**src/rtl/spi_dac_core.sv**
```systemverilog
// FPro slot core: queues per-channel 12-bit codes and serialises 16-bit frames
// to a 4-channel SPI DAC, with an optional LDAC-based simultaneous update.
module spi_dac_core #(
  parameter int SCLK_DIV = 4,
  parameter int HOLD_HP  = 2
) (
  input  logic        clk,
  input  logic        reset,
  input  logic        cs,
  input  logic        read,
  input  logic        write,
  input  logic [4:0]  addr,
  input  logic [31:0] wr_data,
  output logic [31:0] rd_data,
  output logic        dac_sclk,
  output logic        dac_sync_n,
  output logic        dac_din,
  output logic        dac_ldac_n
);

  localparam logic [1:0] ST_IDLE  = 2'd0;
  localparam logic [1:0] ST_SHIFT = 2'd1;
  localparam logic [1:0] ST_STOP  = 2'd2;
  localparam logic [1:0] ST_LDAC  = 2'd3;

  localparam logic [15:0] HALF_END  = 16'(SCLK_DIV - 1);
  localparam logic [15:0] STOP_END  = 16'(HOLD_HP * SCLK_DIV - 1);
  localparam logic [15:0] LDAC_END  = 16'(2 * SCLK_DIV - 1);
  localparam logic [5:0]  LAST_HALF = 6'd32;
  localparam logic [5:0]  BIT0_LOW  = 6'd31;

  logic [1:0]  state_q, state_d;
  logic [15:0] cnt_q, cnt_d;
  logic [5:0]  half_q, half_d;
  logic [15:0] shift_q, shift_d;
  logic [1:0]  ch_q, ch_d;
  logic        sclk_q, sclk_d;
  logic        sync_n_q, sync_n_d;
  logic        din_q, din_d;
  logic        ldac_n_q, ldac_n_d;
  logic        busy_q, busy_d;
  logic [3:0]  pend_q, pend_d;
  logic        sim_q, sim_d;
  logic        req_q;
  logic        reload_q, reload_d;
  logic [11:0] code_q [4];

  logic        wr_en, wr_code, wr_ctrl, wr_all;
  logic        launch;
  logic [1:0]  ch_sel;
  logic [15:0] frame_w;
  logic        unused_ok;

  assign wr_en   = cs & write;
  assign wr_code = wr_en & ~addr[2];
  assign wr_ctrl = wr_en & (addr[2:0] == 3'd4);
  assign wr_all  = wr_en & (addr[2:0] == 3'd6);

  assign unused_ok = &{1'b0, read, addr[4:3], wr_data[31:12]};

  // req_q delays launch by one cycle so writes in back-to-back cycles are
  // arbitrated by channel index rather than by arrival order.
  assign launch = (state_q == ST_IDLE) && req_q && (pend_q != 4'd0);

  always_comb begin
    ch_sel = 2'd0;
    for (int i = 3; i >= 0; i--) begin
      if (pend_q[i]) ch_sel = 2'(i);
    end
  end

  assign frame_w = {ch_sel, 2'b00, code_q[ch_sel]};

  for (genvar gi = 0; gi < 4; gi++) begin : g_code
    always_ff @(posedge clk or posedge reset) begin
      if (reset) begin
        code_q[gi] <= 12'd0;
      end else if (wr_code && (addr[1:0] == 2'(gi))) begin
        code_q[gi] <= wr_data[11:0];
      end
    end
  end

  // reload_q remembers a rewrite of the in-flight channel so STOP keeps it pending.
  always_comb begin
    pend_d   = pend_q;
    reload_d = reload_q;
    if (launch) begin
      reload_d = wr_all || (wr_code && (addr[1:0] == ch_sel));
    end else if (state_q == ST_SHIFT) begin
      reload_d = reload_q || wr_all || (wr_code && (addr[1:0] == ch_q));
    end
    if ((state_q == ST_STOP) && (cnt_q == 16'd0) && !reload_q) begin
      pend_d[ch_q] = 1'b0;
    end
    if (wr_code) pend_d[addr[1:0]] = 1'b1;
    if (wr_all)  pend_d = 4'hF;
  end

  assign sim_d = wr_ctrl ? wr_data[0] : sim_q;

  always_comb begin
    state_d  = state_q;
    cnt_d    = cnt_q;
    half_d   = half_q;
    shift_d  = shift_q;
    ch_d     = ch_q;
    sclk_d   = sclk_q;
    sync_n_d = sync_n_q;
    din_d    = din_q;
    ldac_n_d = sim_q;
    busy_d   = busy_q;
    case (state_q)
      ST_IDLE: begin
        if (launch) begin
          state_d  = ST_SHIFT;
          ch_d     = ch_sel;
          shift_d  = frame_w;
          sync_n_d = 1'b0;
          sclk_d   = 1'b1;
          din_d    = frame_w[15];
          busy_d   = 1'b1;
          cnt_d    = 16'd0;
          half_d   = 6'd0;
        end
      end
      ST_SHIFT: begin
        if (cnt_q == HALF_END) begin
          cnt_d  = 16'd0;
          half_d = half_q + 6'd1;
          if (half_q == LAST_HALF) begin
            sync_n_d = 1'b1;
            state_d  = ST_STOP;
          end else if (!half_q[0]) begin
            sclk_d = 1'b0;
          end else if (half_q == BIT0_LOW) begin
            sclk_d = 1'b1;
            din_d  = 1'b0;
          end else begin
            sclk_d  = 1'b1;
            din_d   = shift_q[14];
            shift_d = {shift_q[14:0], 1'b0};
          end
        end else begin
          cnt_d = cnt_q + 16'd1;
        end
      end
      ST_STOP: begin
        if (cnt_q == STOP_END) begin
          cnt_d = 16'd0;
          if (pend_d != 4'd0) begin
            state_d = ST_IDLE;
            busy_d  = 1'b0;
          end else if (sim_q) begin
            state_d  = ST_LDAC;
            ldac_n_d = 1'b0;
          end else begin
            state_d = ST_IDLE;
            busy_d  = 1'b0;
          end
        end else begin
          cnt_d = cnt_q + 16'd1;
        end
      end
      default: begin
        ldac_n_d = 1'b0;
        if (cnt_q == LDAC_END) begin
          cnt_d    = 16'd0;
          ldac_n_d = sim_q;
          state_d  = ST_IDLE;
          busy_d   = 1'b0;
        end else begin
          cnt_d = cnt_q + 16'd1;
        end
      end
    endcase
  end

  always_ff @(posedge clk or posedge reset) begin
    if (reset) begin
      state_q  <= ST_IDLE;
      cnt_q    <= 16'd0;
      half_q   <= 6'd0;
      shift_q  <= 16'd0;
      ch_q     <= 2'd0;
      sclk_q   <= 1'b1;
      sync_n_q <= 1'b1;
      din_q    <= 1'b0;
      ldac_n_q <= 1'b0;
      busy_q   <= 1'b0;
      pend_q   <= 4'd0;
      sim_q    <= 1'b0;
      req_q    <= 1'b0;
      reload_q <= 1'b0;
    end else begin
      state_q  <= state_d;
      cnt_q    <= cnt_d;
      half_q   <= half_d;
      shift_q  <= shift_d;
      ch_q     <= ch_d;
      sclk_q   <= sclk_d;
      sync_n_q <= sync_n_d;
      din_q    <= din_d;
      ldac_n_q <= ldac_n_d;
      busy_q   <= busy_d;
      pend_q   <= pend_d;
      sim_q    <= sim_d;
      req_q    <= (pend_q != 4'd0);
      reload_q <= reload_d;
    end
  end

  always_comb begin
    rd_data = 32'd0;
    case (addr[2:0])
      3'd0, 3'd1, 3'd2, 3'd3: rd_data = {20'd0, code_q[addr[1:0]]};
      3'd4:                   rd_data = {31'd0, sim_q};
      3'd5:                   rd_data = {27'd0, pend_q, busy_q};
      default:                rd_data = 32'd0;
    endcase
  end

  assign dac_sclk   = sclk_q;
  assign dac_sync_n = sync_n_q;
  assign dac_din    = din_q;
  assign dac_ldac_n = ldac_n_q;

endmodule

```
**config.mk**
```make
export PLATFORM = sky130hd
export DESIGN_NAME = spi_dac_core
export DESIGN_NICKNAME = d
export VERILOG_FILES = /design/src/rtl/spi_dac_core.sv
export SDC_FILE = /design/constraint.sdc
export NUM_CORES = 1
export LEC_CHECK = 0
export BUFFER_PORTS_ARGS = -buffer_cell sky130_fd_sc_hd__buf_2
export CAP_MARGIN = 20
export CORE_ASPECT_RATIO = 1.5
export CORE_MARGIN = 1
export CORE_UTILIZATION = 50
export DETAILED_ROUTE_END_ITERATION = 10
export PLACE_DENSITY = 0.71
export SYNTH_ARGS = -nofsm -noshare
export SYNTH_HDL_FRONTEND = slang
export SYNTH_SLANG_ARGS = --single-unit
```
**constraint.sdc**
```tcl
create_clock -name clk -period 5 [get_ports clk]
set_input_delay 0 -clock clk [delete_from_list [all_inputs] [get_ports clk]]
set_output_delay 0 -clock clk [all_outputs]
set_load 0.05 [all_outputs]
```
# Yosys cells after proc, flatten, opt, wreduce, memory -nomap -nowiden
# Index checks and enable logic that the tools add are counted.
op_classes:
  n_addsub: 2
  magnitude_cmp: 6
  n_eq_ne: 25
  n_mux: 65
  n_bitwise: 11
  reduce_logical: 36
ops:
  columns: ["op", "count"]
  rows:
  - ["$mux W15", 5]
  - ["$bmux W12 S2", 2]
  - ["$mux W12", 4]
  - ["$mux W16", 3]
  - ["$pmux W12 S3", 1]
  - ["$pmux W16 S2", 1]
  - ["$pmux W15 S2", 1]
  - ["$mux W1", 23]
  - ["$mux W2", 11]
  - ["$add A16 B1 Y16 const B", 1]
  - ["$eq A16 B2 Y1 const B", 1]
  - ["$eq A16 B3 Y1 const B", 1]
  - ["$logic_not A16 Y1", 1]
  - ["$reduce_and A5 Y1", 3]
  - ["$logic_and A1 B1 Y1", 12]
  - ["$mux W4", 3]
  - ["$mux W6", 2]
  - ["$pmux W6 S2", 1]
  - ["$eq A3 B3 Y1 const B", 3]
  - ["$ne A2 B2 Y1 const B", 4]
  - ["$pmux W1 S2", 4]
  - ["$reduce_and A4 Y1", 2]
  - ["$reduce_bool A4 Y1", 2]
  - ["$add A6 B1 Y6 const B", 1]
  - ["other kinds (32)", 53]
totals:
  regBits: 101
  inputBits: 42
  out_inout_bits: 36
  wordCells: 163

# Longest topological paths before layout
# Gate-level depths: netlist (run 1).
depth:
  word_depth: 14
  depth_mapped: 8
  mapped_depth_nobuf: 8

# Worst setup path after synthesis (run 1)
# OpenSTA, ideal clock, no wires.
synth_timing:
  kind: "register -> register"
  from: "reg cnt_q[3]"
  to: "reg shift_q[1]"
  arrival_time_ns: 2.198
  setup_slack_ns: 2.672
  path_stages_with_launch: 7
  synth_period_minus_slack_ns: 2.328
  path_cell_list: "dfrtp_1 > or4_1 > nor4_4 > nand4b_4 > o31ai_4 > buf_4 > a31oi_2"
synth_between:
  elab_chain_cells: 3
synth_lines:
  columns: ["item", "line", "rtl"]
  rows:
  - ["start: declaration", "33", "logic [15:0] cnt_q, cnt_d;"]
  - ["start signal: assignment", "197", "cnt_q <= cnt_d;"]
  - ["$eq A16 B2 Y1", "128", "if (cnt_q == HALF_END) begin"]
  - ["$ne A2 B1 Y1 (no line)", null, null]
  - ["$reduce_and A6 Y1 (no line)", null, null]
  - ["end signal: assignment", "199", "shift_q <= shift_d;"]
  - ["end: declaration", "35", "logic [15:0] shift_q, shift_d;"]
# Every way passes these cells.
# A chain may end at the register's enable or synchronous reset.

# Final worst setup path (run 1)
layout_timing:
  from: "reg cnt_q[3]"
  to: "reg shift_q[10]"
# The elaborated chain is that of the path after synthesis.

==> impl_metrics.tcl, run 1 <==
set metrics [dict create \
    start_util 0.519 \
    synthArstFlopShare 1.00 \
    holdWs_ns 0.113 \
    required_ns 5.27 \
    clk_latency_ns 0.35 \
    first_pass_iters 5 \
    route.detailed.drc 0 \
    ir_worst_vdd_v 0.000286 \
    fill_cells 887 \
    syn_to_final_growth_pct 12.7 \
    ctsHoldBuffers 15 \
    p_sw_frac 0.289 \
    antenna_found_initial 0 \
    synth-seq-cells 101 \
    combPwrFrac 0.187 \
    power.leakage_nw 2.69 \
    grt_pass1_wl_mm 19.6 \
    start_kind "flop" \
    fin_crit_sh 0.609 \
    clock_path_buffers 2 \
    p_total_mw 2.13 \
    pwr-share-seq 0.468 \
    p_int_mw 1.51 \
    rsz0062_at_grt "no" \
    synth_edf_count 0 \
    grt-ovfl-total 0 \
    die_height_microns 131 \
    die-area_sq_um 11500 \
    hold_violations 0 \
    cts_resized 0 \
    yosys.cell_types.count 56 \
    synth_ff_type "dfrtp_1" \
    final_cells 693 \
    dp_hpwl_mm 7.98 \
    n_antenna_cell 0 \
    dr.first_iter.drc_count 180 \
    reg2reg_to "shift_q[10]" \
    vias_per_cell 5.69 \
    switching_power_uw 614 \
    slew_violations 0 \
    maxSlewHeadroom 0.307 \
    rows 46 \
    rr_startpoint "cnt_q[3]" \
    status "complete, no violations" \
    wl_per_cell_microns 17.0 \
    place_inst 661 \
    finalSetupViolations 0 \
    grt_max_degree 88 \
    avgSynthCellArea_sq_um 11.0 \
    port_buffers 34 \
    nets 590 \
    ys_seq_area_frac 0.458 \
    reg2reg_slack_ns 1.95 \
    hp-class "in2async" \
    numCtsBuffers 9 \
    cp-end-kind "flop" \
    syn_area_sq_um 5530 \
    syn_inst 503 \
    reg2reg_depth 6 \
    crit_type "reg2reg" \
    htree_levels 3 \
    cts_tree "built" \
    gp_congestion 0.842 \
    critPathMaxFanout 26 \
    clock.fmax_mhz 328 \
    p_clk_frac 0.345 \
    coreArea_sq_um 10600 \
    ios 78 \
    clk_pin_slew_ns 0.08 \
    wl_mm 11.8 \
    vias 3945 \
    die_w_microns 87.8 \
    layout-drive-gt1-share 0.268 \
    clock_sinks 101 \
    maxCapViolCount 0 \
    power_density_nw_per_um2 342 \
    worst_pin_slew_ns 1.04 \
    ant_nets 0 \
    period_needed_ns 3.05 \
    grt_use_total 0.224 \
    postCtsSetupBuffers 0 \
    grt_pass1_vias 4026 \
    critical_path_arrival_ns 3.32 \
    ys_warn_count 0 \
    tns_ns 0 \
    cts_root_buf "clkbuf_16" \
    clock_skew_ns 0.00871 \
]
[power by group through the flow]
stage          clock [mW]  combinational (mW)  sequential (mW)
2_1_floorplan           0               0.328            0.990
3_3_place_gp            0               0.377            0.999
3_5_place_dp            0               0.385             1.01
4_1_cts             0.750               0.397            0.995
5_1_grt             0.779               0.426             1.01
6_report            0.734               0.398            0.996
[critical path, stage by stage, from the launching register on]
cell,delay (ns)
dfrtp_1,0.43
or4_1,0.60
nor4_4,0.54
nand4b_4,0.20
o31ai_4,0.88
nor2_1,0.12
a31oi_1,0.19
[state kept, by name, indices dropped and copies added, names as in the netlist]
register	count
busy_q	1
ch_q	2
cnt_q	16
code_q	48
dac_din	1
dac_ldac_n	1
dac_sclk	1
dac_sync_n	1
half_q	6
pend_q	4
reload_q	1
req_q	1
shift_q	15
sim_q	1
state_q	2
[metrics by stage]
| stage | util | instance area, sq um | setup WS (ns) |
|---|---|---|---|
| floorplan | - | 5600 | 2.36 |
| global placement | 0.539 | 5740 | 2.04 |
| detailed placement | 0.539 | 5740 | 1.99 |
| CTS | 0.582 | 6200 | 1.99 |
| global route | 0.585 | 6230 | 1.75 |
| finish | 0.585 | 6230 | 1.95 |
[synthesized netlist by cell type, drive strengths merged (2+ instances only)]
cell type,n,area share
clkbuf,15,0.010
nand4,8,0.0091
dfrtp,99,0.45
nand3,10,0.0091
and4,3,0.0048
inv,20,0.014
or3,5,0.0057
mux2,50,0.10
nor3,8,0.0072
nand2b,3,0.0034
dfstp,2,0.0095
xnor2,11,0.017
mux4,24,0.098
nor2b,8,0.0091
xor2,8,0.013
and3,6,0.0068
a31oi,12,0.019
nor2,41,0.028
and2,2,0.0023
nand2,60,0.041
o31ai,3,0.0066
o22ai,6,0.0068
nand4b,3,0.0075
nand3b,4,0.0054
buf,31,0.039
or4,5,0.0075
ha,4,0.0091
o21ai,19,0.017
nor4,4,0.0072
a21oi,13,0.012
[layout by cell type, fill, tap and decap left out, types with 2 or more instances in the layout]
cell type      instances
dfrtp_1               99
nand2_1               60
mux2_2                50
nor2_1                40
buf_2                 34
mux4_2                24
conb_1                20
inv_1                 19
o21ai_0               17
dlygate4sd3_1         15
a21oi_1               13
xnor2_1               11
nand3_1               10
clkbuf_16              9
nor2b_1                8
nor3_1                 8
nand4_1                8
xor2_1                 8
a31oi_1                7
buf_4                  7
and3_1                 6
o22ai_1                6
a31oi_2                5
or3_1                  5
nand3b_1               4
or4_1                  4
ha_1                   4
nand2b_1               3
nor4_1                 3
and4_1                 3
and2_1                 2
o31ai_1                2
nand4b_1               2
clkinv_4               2
inv_6                  2
inv_8                  2
dfstp_2                2
[cell type report]
| type | count | area, sq um | area share |
|---|---|---|---|
| multi-input combinational | 355 | 2730 | 0.438 |
| sequential | 101 | 2530 | 0.406 |
| timing repair buffer | 57 | 400 | 0.0643 |
| clock buffer | 9 | 225 | 0.0362 |
| tap | 144 | 180 | 0.0289 |
| clock inverter | 7 | 87.6 | 0.0141 |
| inverter | 20 | 77.6 | 0.0125 |
[worst max path at each step]
stage	start	endpoint	slack, ns	depth (start not counted)
final	cnt_q[3]	shift_q[10]	1.95	6
after global routing	cnt_q[3]	shift_q[9]	1.75	6
after CTS	cnt_q[3]	shift_q[5]	1.99	6
after detailed placement	cnt_q[3]	shift_q[10]	1.99	6
after global placement	cnt_q[3]	shift_q[3]	2.04	6
after floorplan	reset	busy_q	2.36	1
[cell families after synthesis]
family                   after synthesis  synth area share
AO/OA/AOI/OAI                         66            0.0826
XOR/XNOR                              19            0.0301
adder cells (fa/ha/maj)                4           0.00906
buffers and inverters                 66            0.0625
flip-flops                           101             0.458
multiplexers                          75             0.201
other                                  1          0.000679
AND/OR/NAND/NOR                      171             0.156
[per-layer routing]
| layer | vias up | track usage | share of wire |
|---|---|---|---|
| li1 | 1844 | - | - |
| met1 | 2010 | 0.269 | 0.41 |
| met2 | 75 | 0.392 | 0.54 |
| met3 | 16 | 0.0421 | 0.035 |
| met4 | 0 | 0.0878 | 0.018 |
| met5 | - | 0 | 0 |
No activity file was read; power rests on OpenSTA's default activity.
==> run 2: changes to the inputs <==
ABC_AREA = 1   (was unset)
clock period = 3.2 ns   (was 5 ns; I/O delays follow)
==> run 2 against run 1 <==
Net effect:
- register-to-register slack worse by 1.0 ns
- clock skew about the same
- critical path depth increased by 2
- sequential share of layout area shrank 0.59 points
- sequential power up 52%
- via count is 27% higher
- non-clock buffer count shrank 4
- flip-flop and latch count is the same
- global-route usage grew 2.3 points
- synthesized area is 2.7% higher
- first-iteration DRC count is 78% higher
- combinational power is 31% higher
==> impl_metrics.tcl, run 2 <==
set metrics [dict create \
    start_kind "flop" \
    syn_inst 727 \
    final_common_cell "nand2_1" \
    ir_worst_vdd_v 0.000320 \
    regMostFlops "code_q" \
    htree_levels 3 \
    yosysTopAreaCell "dfrtp_1" \
    hold_end "sim_q" \
    antenna_found_initial 0 \
    route.detailed.drc 0 \
    fin_area_sq_um 6320 \
    port_buffers 34 \
    grtUsageMet1 0.310 \
    coreArea_sq_um 11100 \
    largest_reg_flops 48 \
    rsz0062_at_grt "no" \
    die-area_sq_um 11800 \
    first_pass_iters 5 \
    fin_ws_ns 0.921 \
    clock_sinks 101 \
    critPathMaxFanout 22 \
    fill_cells 1038 \
    required_ns 3.43 \
    status "complete, no violations" \
    cp-end-kind "flop" \
    crit_type "reg2reg" \
    p_total_mw 3.25 \
    grt_use_met3 0.0424 \
    dp_hpwl_mm 9.46 \
    grt_use_met2 0.415 \
    placed_area_sq_um 5860 \
    synth-seq-cells 101 \
    grt_pass1_wl_mm 22.6 \
    critical_path_arrival_ns 2.51 \
    wl_per_cell_microns 14.8 \
    regArea_sq_um 2530 \
    maxSlewHeadroom 0.437 \
    vias 4996 \
    dp_worst_setup_slack_ns 0.948 \
    place_inst 887 \
    rows 47 \
    clock.fmax_mhz 439 \
    grt-ovfl-total 0 \
    clk_pin_slew_ns 0.07 \
    wl_mm 13.6 \
    slew_violations 0 \
    synth_ff_type "dfrtp_1" \
    final_cell_mix "nand2_1, o21ai_0, dfrtp_1" \
    ant_nets 0 \
    yosys-top-cells-count "nand2_1, o21ai_0, dfrtp_1" \
    vias_per_cell 5.45 \
    clock_skew_ns 0.00822 \
    start_util 0.513 \
    grt_use_total 0.247 \
    switching_power_uw 951 \
    hold_violations 0 \
    synth_top_area_share 0.437 \
    multiInputGateArea_sq_um 2570 \
    cts_root_buf "clkbuf_16" \
    avgSynthCellArea_sq_um 7.80 \
    final_cells 916 \
    combPwrFrac 0.160 \
    synth_most_common_cell "nand2_1" \
    reg2reg_slack_ns 0.92 \
    crit_path_start "pend_q[1]" \
    gp_congestion 0.865 \
    p_int_mw 2.30 \
    clock_path_buffers 2 \
    holdWs_ns 0.0809 \
    ys_top_cells_by_area "dfrtp_1, nand2_1, o21ai_0, inv_1, nand3_1" \
    grt_pass1_vias 4856 \
    worstHoldStart "addr[2]" \
    grt_busiest_layer "met2" \
    ys_warn_count 0 \
    synth_edf_count 0 \
    fin_crit_sh 0.712 \
    maxCapViolCount 0 \
    p_clk_frac 0.375 \
    tns_ns 0 \
    die_w_microns 89.0 \
    die_height_microns 132 \
    syn_area_sq_um 5670 \
    yosys.cell_types.count 44 \
    synthArstFlopShare 1.00 \
    syn_to_final_growth_pct 11.4 \
    numCtsBuffers 9 \
    cts_resized 0 \
    reg2reg_to "shift_q[7]" \
    pwr-share-seq 0.465 \
    finalSetupViolations 0 \
    grt_max_degree 63 \
    dr.first_iter.drc_count 321 \
    hp-class "in2reg" \
    ys_seq_area_frac 0.446 \
    top_regs "code_q x48, cnt_q x16, shift_q x15" \
    p_sw_frac 0.293 \
    postCtsSetupBuffers 0 \
    clk_latency_ns 0.35 \
    fin_util 0.572 \
    period_needed_ns 2.28 \
    cts_tree "built" \
    power.leakage_nw 2.98 \
    worst_pin_slew_ns 0.843 \
    layout-drive-gt1-share 0.127 \
    ios 78 \
    n_antenna_cell 0 \
    power_density_nw_per_um2 514 \
    nets 810 \
    hold_path_depth 3 \
    rr_startpoint "pend_q[1]" \
    reg2reg_depth 8 \
]
run 2: area by class of cell:
cell class,count,area share
Multi-Input combinational cell,506,0.407
Sequential cell,101,0.400
Inverter,93,0.0564
Timing Repair Buffer,53,0.0547
Clock buffer,10,0.0378
Tap cell,147,0.0291
Clock inverter,6,0.0149
run 2: how the worst max path moves through the flow:
stage | slack (ns) | to
after floorplan | 0.56 | busy_q
after global placement | 1.05 | shift_q[7]
after detailed placement | 0.95 | shift_q[7]
after CTS | 0.94 | shift_q[7]
after global routing | 0.71 | shift_q[7]
final | 0.92 | shift_q[7]
run 2: power by group through the flow:
stage / sequential, mW / combinational (mW) / clock (mW)
after CTS: 1.51 / 0.521 / 1.23
after global routing: 1.53 / 0.581 / 1.28
after floorplan: 1.52 / 0.405 / 0
final: 1.51 / 0.520 / 1.22
after global placement: 1.52 / 0.493 / 0
after detailed placement: 1.53 / 0.507 / 0
run 2: kinds of logic (layout without fill, tap and decap cells):
group	Yosys count	in the layout	share of synthesized area
other	1	20	0.000661
AND/OR/NAND/NOR	283	283	0.228
AO/OA/AOI/OAI	187	187	0.184
flip-flops	101	101	0.446
XOR/XNOR	12	12	0.0185
adder cells (fa/ha/maj)	4	4	0.00882
buffers and inverters	139	162	0.114
run 2: critical path, stage by stage (launching register included):
cell      delay [ns]
dfrtp_1         0.38
inv_1           0.11
nand2_1         0.06
nand2_1         0.50
clkinv_1        0.50
o211ai_1        0.32
nand3_1         0.10
o21ai_0         0.10
o21ai_1         0.08
run 2: what timing repair did:
item | CTS | global route
hold endpoints to repair | 106 | 0
setup endpoints to repair | 0 | 0
hold buffers | 13 | 0
run 2: metal layers:
metal,vias to the layer above,routed length [microns]
li1,2433,-
met1,2389,5600
met2,147,7000
met3,27,629
met4,0,332
met5,-,0
